==> config.mk <==
export PLATFORM = sky130hd
export DESIGN_NAME = muldiv_unit
export DESIGN_NICKNAME = d
export VERILOG_FILES = /design/src/rtl/muldiv_unit.sv
export SDC_FILE = /design/constraint.sdc
export NUM_CORES = 1
export LEC_CHECK = 0
export ABC_CLOCK_PERIOD_IN_PS = 4300
export BUFFER_PORTS_ARGS = -buffer_cell sky130_fd_sc_hd__buf_2
export CORE_UTILIZATION = 49
export DETAILED_ROUTE_END_ITERATION = 10
export HOLD_SLACK_MARGIN = 0.03
export PLACE_DENSITY = 0.74
export SLEW_MARGIN = 15
export SYNTH_ARGS = -nofsm -noshare
export SYNTH_HDL_FRONTEND = slang
export SYNTH_SLANG_ARGS = --single-unit
==> constraint.sdc <==
create_clock -name clk -period 4.3 [get_ports clk]
set_input_delay 0.215 -clock clk [delete_from_list [all_inputs] [get_ports clk]]
set_output_delay 0.215 -clock clk [all_outputs]
set_load 0.05 [all_outputs]
==> src/rtl/muldiv_unit.sv <==
// Iterative radix-2 multiply/divide unit for the RV32IM M-extension.
// One shift-add or restoring-divide step per cycle, start/done handshake.
`timescale 1ns/1ps

package muldiv_pkg;
  typedef enum logic [4:0] {
    ALU_ADD, ALU_SUB, ALU_SLL, ALU_SLT, ALU_SLTU, ALU_XOR, ALU_SRL, ALU_SRA,
    ALU_OR, ALU_AND,
    ALU_MUL, ALU_MULH, ALU_MULHSU, ALU_MULHU, ALU_DIV, ALU_DIVU, ALU_REM, ALU_REMU
  } alu_op_e;
endpackage

module muldiv_unit
  import muldiv_pkg::*;
#(
  parameter int XLEN = 32
) (
  input  logic            clk,
  input  logic            rst,
  input  logic            start,
  input  alu_op_e         alu_op,
  input  logic [XLEN-1:0] op_a,
  input  logic [XLEN-1:0] op_b,
  input  logic            kill,
  output logic            ready,
  output logic            busy,
  output logic            done,
  output logic [XLEN-1:0] result
);

  typedef enum logic [1:0] {S_IDLE, S_CALC, S_FIX, S_DONE} state_e;

  state_e          state, state_nxt;
  logic [4:0]      cnt;
  alu_op_e         op_q;
  logic            sign_a_q, sign_b_q;
  logic [XLEN-1:0] opnd_q;
  logic [XLEN-1:0] hi_q, lo_q;

  function automatic logic [XLEN-1:0] neg_w(input logic [XLEN-1:0] v);
    return ~v + XLEN'(1);
  endfunction

  function automatic logic [2*XLEN-1:0] neg_d(input logic [2*XLEN-1:0] v);
    return ~v + (2*XLEN)'(1);
  endfunction

  // Request decode, evaluated combinationally while IDLE
  logic            is_m, is_div, sgn_a, sgn_b, neg_a, neg_b, div_zero, div_ovf, fast;
  logic [XLEN-1:0] mag_a, mag_b, fast_val;

  always_comb begin
    is_m     = alu_op inside {ALU_MUL, ALU_MULH, ALU_MULHSU, ALU_MULHU,
                              ALU_DIV, ALU_DIVU, ALU_REM, ALU_REMU};
    is_div   = alu_op inside {ALU_DIV, ALU_DIVU, ALU_REM, ALU_REMU};
    sgn_a    = alu_op inside {ALU_MULH, ALU_MULHSU, ALU_DIV, ALU_REM};
    sgn_b    = alu_op inside {ALU_MULH, ALU_DIV, ALU_REM};
    neg_a    = sgn_a & op_a[XLEN-1];
    neg_b    = sgn_b & op_b[XLEN-1];
    mag_a    = neg_a ? neg_w(op_a) : op_a;
    mag_b    = neg_b ? neg_w(op_b) : op_b;
    div_zero = (op_b == '0);
    div_ovf  = (alu_op inside {ALU_DIV, ALU_REM}) && (op_a == {1'b1, {(XLEN-1){1'b0}}})
               && (op_b == '1);
    fast     = is_div && (div_zero || div_ovf);
    fast_val = '0;
    if (div_zero)
      fast_val = (alu_op inside {ALU_DIV, ALU_DIVU}) ? '1 : op_a;
    else if (div_ovf)
      fast_val = (alu_op == ALU_DIV) ? {1'b1, {(XLEN-1){1'b0}}} : '0;
  end

  // One iteration step for each algorithm
  logic [XLEN:0]   mul_sum, div_diff;
  logic [XLEN-1:0] div_shift;
  logic            div_nb;

  always_comb begin
    mul_sum   = lo_q[0] ? ({1'b0, hi_q} + {1'b0, opnd_q}) : {1'b0, hi_q};
    div_shift = {hi_q[XLEN-2:0], lo_q[XLEN-1]};
    div_diff  = {1'b0, div_shift} - {1'b0, opnd_q};
    div_nb    = hi_q[XLEN-1] | ~div_diff[XLEN];
  end

  // Sign correction and word select for the final result
  logic [2*XLEN-1:0] prod;
  logic [XLEN-1:0]   fix_val;

  always_comb begin
    prod    = (sign_a_q ^ sign_b_q) ? neg_d({hi_q, lo_q}) : {hi_q, lo_q};
    fix_val = '0;
    case (op_q)
      ALU_MUL:                         fix_val = prod[XLEN-1:0];
      ALU_MULH, ALU_MULHSU, ALU_MULHU: fix_val = prod[2*XLEN-1:XLEN];
      ALU_DIV, ALU_DIVU:               fix_val = (sign_a_q ^ sign_b_q) ? neg_w(lo_q) : lo_q;
      ALU_REM, ALU_REMU:               fix_val = sign_a_q ? neg_w(hi_q) : hi_q;
      default:                         fix_val = '0;
    endcase
  end

  always_ff @(posedge clk) begin
    if (rst) state <= S_IDLE;
    else     state <= state_nxt;
  end

  always_comb begin
    state_nxt = state;
    if (kill) begin
      state_nxt = S_IDLE;
    end else begin
      case (state)
        S_IDLE: if (start && is_m) state_nxt = fast ? S_DONE : S_CALC;
        S_CALC: if (cnt == 5'd31) state_nxt = S_FIX;
        S_FIX:  state_nxt = S_DONE;
        S_DONE: state_nxt = S_IDLE;
        default: state_nxt = S_IDLE;
      endcase
    end
  end

  always_comb begin
    ready = (state == S_IDLE);
    busy  = (state != S_IDLE);
    done  = (state == S_DONE);
  end

  always_ff @(posedge clk) begin
    if (rst) begin
      cnt    <= '0;
      result <= '0;
    end else if (!kill) begin
      if (state == S_CALC) cnt <= cnt + 5'd1;
      else                 cnt <= '0;
      if (state == S_IDLE && start && is_m && fast) result <= fast_val;
      else if (state == S_FIX)                      result <= fix_val;
    end else begin
      cnt <= '0;
    end
  end

  // Operand/accumulator registers carry no reset; they are always loaded on accept
  always_ff @(posedge clk) begin
    if (state == S_IDLE && start && is_m && !kill) begin
      op_q     <= alu_op;
      sign_a_q <= neg_a;
      sign_b_q <= neg_b;
      hi_q     <= '0;
      opnd_q   <= is_div ? mag_b : mag_a;
      lo_q     <= is_div ? mag_a : mag_b;
    end else if (state == S_CALC) begin
      if (op_q inside {ALU_DIV, ALU_DIVU, ALU_REM, ALU_REMU}) begin
        hi_q <= div_nb ? div_diff[XLEN-1:0] : div_shift;
        lo_q <= {lo_q[XLEN-2:0], div_nb};
      end else begin
        hi_q <= mul_sum[XLEN:1];
        lo_q <= {mul_sum[0], lo_q[XLEN-1:1]};
      end
    end
  end

endmodule

Word-level counts from Yosys, hierarchy flattened
Cells that the tools add are included.
{"block": "op_classes", "addsub": 8, "eq_ne": 24, "n_mux": 24, "n_bitwise": 12, "reduce_logical": 29}
{"cell": "$mux 32", "n": 17}
{"cell": "$add 32x1->32 const B", "n": 4}
{"cell": "$not 32->32", "n": 4}
{"cell": "$pmux 32 s4", "n": 1}
{"cell": "$add 64x1->64 const B", "n": 1}
{"cell": "$eq 32x32->1 const B", "n": 2}
{"cell": "$mux 64", "n": 1}
{"cell": "$not 64->64", "n": 1}
{"cell": "$eq 5x4->1 const B", "n": 12}
{"cell": "$add 32x32->33", "n": 1}
{"cell": "$mux 33", "n": 1}
{"cell": "$sub 32x32->33", "n": 1}
{"cell": "$logic_not 32->1", "n": 1}
{"cell": "$eq 5x5->1 const B", "n": 5}
{"cell": "$reduce_bool 4->1", "n": 3}
{"cell": "$reduce_bool 2->1", "n": 5}
{"cell": "$logic_and 1x1->1", "n": 8}
{"cell": "$pmux 2 s4", "n": 1}
{"cell": "$reduce_bool 8->1", "n": 1}
{"cell": "$mux 2", "n": 3}
{"cell": "$reduce_or 2->1", "n": 3}
{"cell": "$reduce_or 3->1", "n": 2}
{"cell": "$add 5x1->5 const B", "n": 1}
{"cell": "$eq 2x2->1 const B", "n": 2}
{"cell": "other kinds (12)", "n": 16}
{"block": "word_totals", "regBits": 142, "inputBits": 73, "output_inout_bits": 35, "wordCells": 106}

Logic depth before layout (Yosys ltp)
Gate-level depths: netlist (run 1).
{"block": "logic_depth", "depth_word": 9, "ltp_mapped": 14, "mapped_depth_nobuf": 12}

Worst setup path after synthesis (run 1)
Ideal clock, no wire load.
{"block": "synth_timing", "path_type": "register to register", "from": "register state[0]", "to": "register lo_q[0] (enable)", "setup_time_ps": 387, "arrival_time_ps": 3173, "t_required_ps": 3913, "slack_ps": 740, "path_stages_with_launch": 9, "n_path_buf": 1, "period_less_slack_ps": 3560, "path_cell_list": "dfxtp_1 inv_1 ha_1 nand3_1 or2_1 inv_2 nor2_1 clkbuf_1 inv_1"}
{"block": "synth_via", "elab_chain_cells": 5, "word_cells_on_any_way": 6, "classes_between": "eq/ne: 1; reduce/logical: 5"}
{"element": "start: declaration", "line": "33", "source": "state_e state, state_nxt;"}
{"element": "start signal: assignment", "line": "103", "source": "else state <= state_nxt;"}
{"element": "$logic_not 2->1"}
{"element": "named net ready", "line": "25", "source": "output logic ready,"}
{"element": "$logic_and 1x1->1 (3 in a row)", "line": "143", "source": "if (state == S_IDLE && start && is_m && !kill) begin"}
{"element": "$reduce_bool 2->1 (no line)"}
{"element": "end signal: assignment", "line": "149", "source": "lo_q <= is_div ? mag_a : mag_b;"}
{"element": "end signal: assignment", "line": "153", "source": "lo_q <= {lo_q[XLEN-2:0], div_nb};"}
{"element": "end signal: assignment", "line": "156", "source": "lo_q <= {mul_sum[0], lo_q[XLEN-1:1]};"}
{"element": "end: declaration", "line": "38", "source": "logic [XLEN-1:0] hi_q, lo_q;"}
The timed path passes the listed nets, and every way through them passes these cells.
A chain may end at the register's enable or synchronous reset.

Worst setup path after layout (run 1)
{"block": "layout_timing", "from": "register lo_q[31]", "to": "register hi_q[4]"}
{"block": "layout_via", "elab_chain_cells": 5}
{"element": "$sub 32x32->33 *", "line": "81", "source": "div_diff = {1'b0, div_shift} - {1'b0, opnd_q};"}
{"element": "$not 1->1", "line": "82", "source": "div_nb = hi_q[XLEN-1] | ~div_diff[XLEN];"}
{"element": "$or 1x1->1", "line": "82"}
{"element": "$mux 32 *", "line": "152", "source": "hi_q <= div_nb ? div_diff[XLEN-1:0] : div_shift;"}
{"element": "$mux 32 *", "line": "151", "source": "if (op_q inside {ALU_DIV, ALU_DIVU, ALU_REM, ALU_REMU}) begin"}
{"element": "end signal: assignment", "line": "152"}
{"element": "end signal: assignment", "line": "155", "source": "hi_q <= mul_sum[XLEN:1];"}
{"element": "end: declaration", "line": "38"}
Mark *: on every way between the ends. The rest lies on a longest branch, timed or not.

==> impl_metrics.csv, run 1 <==
group,metric,value,unit
outcome,status,"completed",
logic_synthesis,synthAdderAreaFrac,6.582,%
grt,grt_max_degree,63,
logic_synthesis,synth_top_area_share,14.34,%
logic_synthesis,synth_seq_cells,142,
logic_synthesis,synth_top_family_by_area,"compound AO/OA/AOI/OAI gates",
sta,setup_viol,0,
finish,mostFrequentLayoutCell,"nand2_1",
finish,layout-drive-gt1-share,11.49,%
clock_tree,cts_buffers,17,
logic_synthesis,yosys_warnings,0,
logic_synthesis,yosysSeqAreaShare,23.91,%
sta,rsz0062_at_grt,"no",
power,powerDensity,484.9,nW/um2
finish,fillers,2743,
finish,insertedDiodeCount,0,
logic_synthesis,synthTopCellsByArea,"edfxtp_1, dfxtp_1, ha_1, nand2_1, xor2_1",
worst_setup_path,crit_cells,12,
clock_tree,h-tree-depth,4,
worst_setup_path,setup.worst_path.class,"reg2reg",
grt,track_usage,34.10,%
route,drc,0,
placed_design,dpl.cell_count,2399,
logic_synthesis,synthXorXnorAreaFrac,9.663,%
sta,slew_headroom,38.79,%
finish,final_cell_mix,"nand2_1, o21ai_0, a21oi_1",
floorplanning,initial_core_util,50.02,%
route,drt_iter0_markers,1808,
grt,antenna_found_initial,0,
worst_setup_path,regToRegStartpoint,"lo_q[31]",
logic_synthesis,synth_top_area_cell,"edfxtp_1",
worst_setup_path,rrSetupSlack,0.57,ns
logic_synthesis,synth_edf_count,71,
floorplanning,io_pins,108,
route,viasPerCell,6.608,
logic_synthesis,ys_async_sr_fraction,0,%
sta,whs,0.08081,ns
placed_design,dp_slack,0.6746,ns
clock_tree,clock-sinks,142,
worst_setup_path,critPathMaxStageDelay,0.44,ns
floorplanning,die-area,31040,um2
worst_setup_path,crit-reg2reg-capture,"hi_q[4]",
logic_synthesis,synth_compound_area_share,28.75,%
placed_design,gp_congestion,0.9952,
floorplanning,die_w,176.2,um
finish,area_delta_synth_final,10.72,%
sta,period_share,86.70,%
worst_setup_path,critPathMaxFanout,10,
worst_setup_path,r2r_cells,12,
clock_tree,clkLatencyLatePin,0.45,ns
power,ir_drop,0.2062,mV
logic_synthesis,synth_ff_type,"edfxtp_1",
clock_tree,path_clk_slew,0.07,ns
route,vias,16090,
route,drt_wl_total,53210,um
worst_setup_path,crit_path_end_kind,"flip-flop",
sta,tns,0,ns
logic_synthesis,ys_types,84,
sta,max_freq,268.2,MHz
worst_setup_path,cpMostUsedCell,"o21ai_0",
clock_tree,cts_resized,0,
worst_setup_path,crit_path_start,"lo_q[31]",
floorplanning,dieHeight,176.2,um
sta,min_period,3.728,ns
worst_setup_path,cpLargestDelayFamily,"simple AND/OR/NAND/NOR gates",
finish,fin_util,55.38,%
finish,finalNetCount,2182,
grt,grt_pass1_wl,82720,um
clock_tree,cts_root_buf,"clkbuf_16",
route,firstDrtPassIters,7,
sta,fin_skew,0.02119,ns
worst_setup_path,required,4.58,ns
finish,finalNonFillerCells,2435,
logic_synthesis,syn-instance-count,1984,
logic_synthesis,synth_fp_nets,2134,
sta,hold_viol,0,
placed_design,io_buffer_count,107,
grt,gr-total-overflow,0,
route,wire_per_inst,21.85,um
worst_setup_path,startpoint_type,"flip-flop",
sta,drv_slew,0,
job,drv_cap,0,
clock_tree,cts_buffer_depth,2,
worst_setup_path,path_buf_inv,1,
clock_tree,cts_tree,"done",
route,ant_nets,0,
sta,fin_ws,0.5718,ns
worst_setup_path,critPathArrivalTime,4.01,ns
logic_synthesis,synth_mux_area_share,3.460,%
worst_setup_path,cpMaxStageDelayCell,"nand2_1",
worst_setup_path,cp-endpoint,"hi_q[4]",
placed_design,place_hpwl,40310,um
floorplanning,num_rows,63,
logic_synthesis,syn_area,14860,um2
grt,grt_pass1_vias,14588,
power,p_leak,6.684,nW
floorplanning,core_area,29720,um2
worst_setup_path,path_cells,"inv_1 -> ha_1 -> fa_1 -> nand2b_1 -> a211oi_1 -> nor3_1 -> o211ai_1 -> nand3_1 -> nand2_1 -> mux2_2 -> o21ai_0 -> o21ai_0",
logic_synthesis,synth.avg_cell_area,7.492,um2
hold_path,hp-class,"in2reg",
logic_synthesis,synthSimpleGateAreaFrac,22.28,%
sta,tightest_slew,0.9103,ns
through the flow:
stage                     area, um2  total power, mW
after global routing          16460            8.474
after floorplan               14860            5.116
after global placement        15810            6.188
after detailed placement      15810            6.266
final                         16460            7.981
after CTS                     16460            7.837
power by group:
| part | leakage (nW) | switching, mW | total (mW) | internal (mW) |
|---|---|---|---|---|
| clock network | 0.302 | 0.727 | 1.57 | 0.845 |
| logic | 5.16 | 2.71 | 4.44 | 1.73 |
| registers | 1.23 | 0.359 | 1.97 | 1.61 |
| total | 6.68 | 3.79 | 7.98 | 4.19 |
worst reg2reg max path: cells and delay by family (launching register included):
family / cells / cell delay (ns)
buffers and inverters: 1 / 0.11
DFF: 1 / 0.43
muxes: 1 / 0.40
and+or+nand+nor: 4 / 1.03
AOI/OAI and AO/OA: 4 / 1.00
adders and majority gates: 2 / 0.61
routing by layer:
metal | track usage (%) | vias to the layer above | wire, um
met5 | 0 | - | 0
met4 | 13.33 | 0 | 1804
met3 | 4.587 | 115 | 6112
met2 | 52.35 | 1004 | 23190
met1 | 48.15 | 7534 | 22110
li1 | - | 7437 | -
cell type report:
| class | count | area [um2] | share of cell area (%) |
|---|---|---|---|
| multi-input combinational | 1637 | 10550 | 64.08 |
| sequential | 142 | 3553 | 21.59 |
| timing repair buffer | 167 | 1008 | 6.128 |
| tap | 390 | 488.0 | 2.965 |
| clock buffer | 19 | 475.5 | 2.889 |
| inverter | 67 | 251.5 | 1.528 |
| clock inverter | 13 | 133.9 | 0.8135 |
logic make-up after synthesis:
| logic type | count (synthesis) |
|---|---|
| multiplexers | 51 |
| XOR/XNOR | 164 |
| adder cells (fa/ha/maj) | 77 |
| AND/OR/NAND/NOR | 683 |
| AO/OA/AOI/OAI | 662 |
| buffers and inverters | 205 |
| flip-flops | 142 |
timing repair:
item / CTS / global route
hold buffers: 4 / 0
buffers inserted: 0 / 0
hold endpoints to repair: 4 / 0
worst min-delay path by stage:
stage	startpoint	endpoint	slack, ns	depth (start not counted)
3_5_place_dp	cnt[0]	cnt[0]	0.44	1
4_1_cts	alu_op[0]	op_q[0]	0.07	1
6_report	alu_op[0]	op_q[0]	0.08	1
2_1_floorplan	alu_op[0]	op_q[0]	0.31	0
3_3_place_gp	cnt[0]	cnt[0]	0.43	1
5_1_grt	alu_op[0]	op_q[0]	0.08	1
sequential cells by signal (all words and copies together) (netlist names):
register / flops
op_q: 5
sign_a_q: 1
opnd_q: 32
cnt: 5
sign_b_q: 1
hi_q: 32
lo_q: 32
result: 32
state: 2
synthesized netlist by cell type (8+ instances only):
master,instances
or4_1,16
o211ai_1,26
a32o_1,8
a31oi_1,53
inv_1,66
dfxtp_1,71
o22ai_1,16
a21oi_1,162
o41ai_1,16
a211oi_1,24
nand4_1,17
o21ai_0,166
xor2_1,99
clkbuf_1,110
nor2b_1,20
ha_1,75
xnor2_1,65
nand3_1,38
buf_2,10
nand2b_1,25
nor4_1,17
buf_1,15
nor3_1,61
o31ai_1,33
o21a_1,10
mux2i_1,48
or2_2,9
and3_1,14
a21o_1,34
or3_1,12
nor2_1,160
edfxtp_1,71
nand2_1,250
a311oi_1,16
No activity file was read; power rests on OpenSTA's default activity.
==> run 2, diff against run 1 <==
--- a/config.mk
+++ b/config.mk
@@ -11,6 +11,7 @@
 export DETAILED_ROUTE_END_ITERATION = 10
 export HOLD_SLACK_MARGIN = 0.03
 export PLACE_DENSITY = 0.74
+export RECOVER_POWER = 100
 export SLEW_MARGIN = 15
 export SYNTH_ARGS = -nofsm -noshare
 export SYNTH_HDL_FRONTEND = slang
==> run 2 against run 1 <==
Compared with the run above:
- the run now ends with max-capacitance violations, max-slew violations left
- via count grew 0.14%
- wire length up 0.24%
- non-clock buffer count is the same
- global-route usage did not move
- critical path depth is 3 lower
- total power decreased by 0.15%
- worst setup slack got worse by 0.30 ns
- die area unchanged
- sequential share of layout area increased by 0.17 points
- clock skew is 0.0030 ns higher
- flip-flop and latch count stayed put
- sequential power is essentially flat
- critical path type is now in2reg
- highest routed layer unchanged
==> impl_metrics.csv, run 2 (synthesis results as in run 1) <==
group,metric,value,unit
grt,grt_util_met2,52.35,%
floorplanning,die_w,176.2,um
clock_tree,cts_root_buf,"clkbuf_16",
worst_setup_path,rrSetupSlack,0.35,ns
sta,max_freq,248.1,MHz
grt,antenna_found_initial,0,
clock_tree,cts_resized,0,
finish,stdcell_area,16330,um2
power,p_leak,6.454,nW
worst_setup_path,r2r_cells,11,
grt,track_usage,34.10,%
sta,tightest_slew,2.076,ns
clock_tree,cts_buffers,17,
outcome,status,"complete, but fails checks",
finish,final_cell_mix,"nand2_1, o21ai_0, a21oi_1",
grt,grt-busiest-layer,"met2",
worst_setup_path,required,4.46,ns
worst_setup_path,critPathArrivalTime,4.19,ns
floorplanning,die-area,31040,um2
worst_setup_path,regToRegStartpoint,"lo_q[14]",
hold_path,hp-start,"kill",
finish,finalNetCount,2182,
floorplanning,initial_core_util,50.02,%
grt,grtUsageMet1,48.15,%
clock_tree,clock-sinks,142,
grt,gr-total-overflow,0,
sta,hold_viol,0,
placed_design,io_buffer_count,107,
floorplanning,core_area,29720,um2
clock_tree,h-tree-depth,4,
finish,mostFrequentLayoutCell,"nand2_1",
placed_design,dp_slack,0.6746,ns
power,ir_drop,0.2058,mV
route,drt_wl_total,53340,um
finish,layout-drive-gt1-share,8.900,%
worst_setup_path,crit_path_end_kind,"flip-flop",
floorplanning,io_pins,108,
grt,grtUsageMet3,4.587,%
outcome,violations,"max-capacitance violations, max-slew violations",
finish,finalNonFillerCells,2435,
placed_design,place_hpwl,40310,um
floorplanning,dieHeight,176.2,um
route,ant_nets,0,
worst_setup_path,setup.worst_path.class,"in2reg",
finish,area_delta_synth_final,9.849,%
floorplanning,num_rows,63,
sta,drv_slew,61,
sta,rsz0062_at_grt,"no",
finish,fin_util,54.95,%
route,wire_per_inst,21.91,um
clock_tree,cts_setup_buffers,0,
route,drc,0,
sta,slew_headroom,-38.38,%
route,firstDrtPassIters,8,
worst_setup_path,cp-endpoint,"lo_q[15]",
worst_setup_path,startpoint_type,"input pin",
clock_tree,cts_tree,"done",
clock_tree,cts_buffer_depth,2,
clock_tree,path_clk_slew,0.07,ns
sta,fin_ws,0.2692,ns
sta,fin_skew,0.02416,ns
route,drt_iter0_markers,1910,
sta,period_share,93.74,%
clock_tree,clkLatencyLatePin,0.45,ns
hold_path,hp-class,"in2reg",
sta,setup_viol,0,
finish,insertedDiodeCount,0,
route,vias,16112,
placed_design,place_area,15810,um2
worst_setup_path,crit_path_start,"alu_op[1]",
grt,grt_pass1_vias,14588,
sta,min_period,4.031,ns
job,drv_cap,3,
worst_setup_path,crit-reg2reg-capture,"result[17]",
worst_setup_path,critPathMaxFanout,42,
route,viasPerCell,6.617,
placed_design,gp_congestion,0.9952,
power,powerDensity,488.0,nW/um2
grt,grt_pass1_wl,82720,um
placed_design,dpl.cell_count,2399,
sta,tns,0,ns
grt,grt_max_degree,63,
==> run 2: metal layers <==
metal  vias to the layer above  part of all wire (%)
met4                         0                   3.7
met3                       149                    12
met1                      7523                    41
met2                      1008                    43
li1                       7432                     -
met5                         -                     0
==> run 2: critical path: stages <==
cell and delay [ns]:
dlygate4sd3_1 0.55, clkbuf_1 0.16, nor4b_1 0.38, o21bai_1 0.19, nand3_1 0.20, or2_0 0.93, inv_2 0.43, buf_2 0.91
o21ai_0 0.20
==> run 2: how the worst min path moves through the flow <==
stage	endpoint	slack [ns]	depth (start not counted)
6_report	result[28]	0.12	3
3_5_place_dp	cnt[0]	0.44	1
4_1_cts	op_q[0]	0.07	1
2_1_floorplan	op_q[0]	0.31	0
5_1_grt	result[28]	0.16	3
3_3_place_gp	cnt[0]	0.43	1
==> run 2: layout make-up <==
type | instances | area, um2
Clock buffer | 19 | 475.5
Clock inverter | 13 | 133.9
Fill cell | 2785 | 13390
Inverter | 67 | 251.5
Multi-Input combinational cell | 1637 | 10500
Sequential cell | 142 | 3553
Tap cell | 390 | 488.0
Timing Repair Buffer | 167 | 922.1
==> run 2: metrics by stage <==
stage	total power, mW	hold WS, ns
after global placement	6.188	0.4327
after detailed placement	6.266	0.4369
after CTS	7.837	0.06885
final	7.969	0.1226
after floorplan	5.116	0.3139
after global routing	8.455	0.1598
==> run 2: what timing repair did <==
| action | 4_1_cts | 5_1_grt |
|---|---|---|
| hold buffers | 4 | 0 |
| endpoints found under the setup margin | 0 | 0 |
| endpoints found under the hold margin | 4 | 0 |
==> run 2: power breakdown <==
| group | internal, mW | switching, mW |
|---|---|---|
| Clock | 0.844 | 0.725 |
| Sequential | 1.61 | 0.361 |
| Combinational | 1.72 | 2.71 |
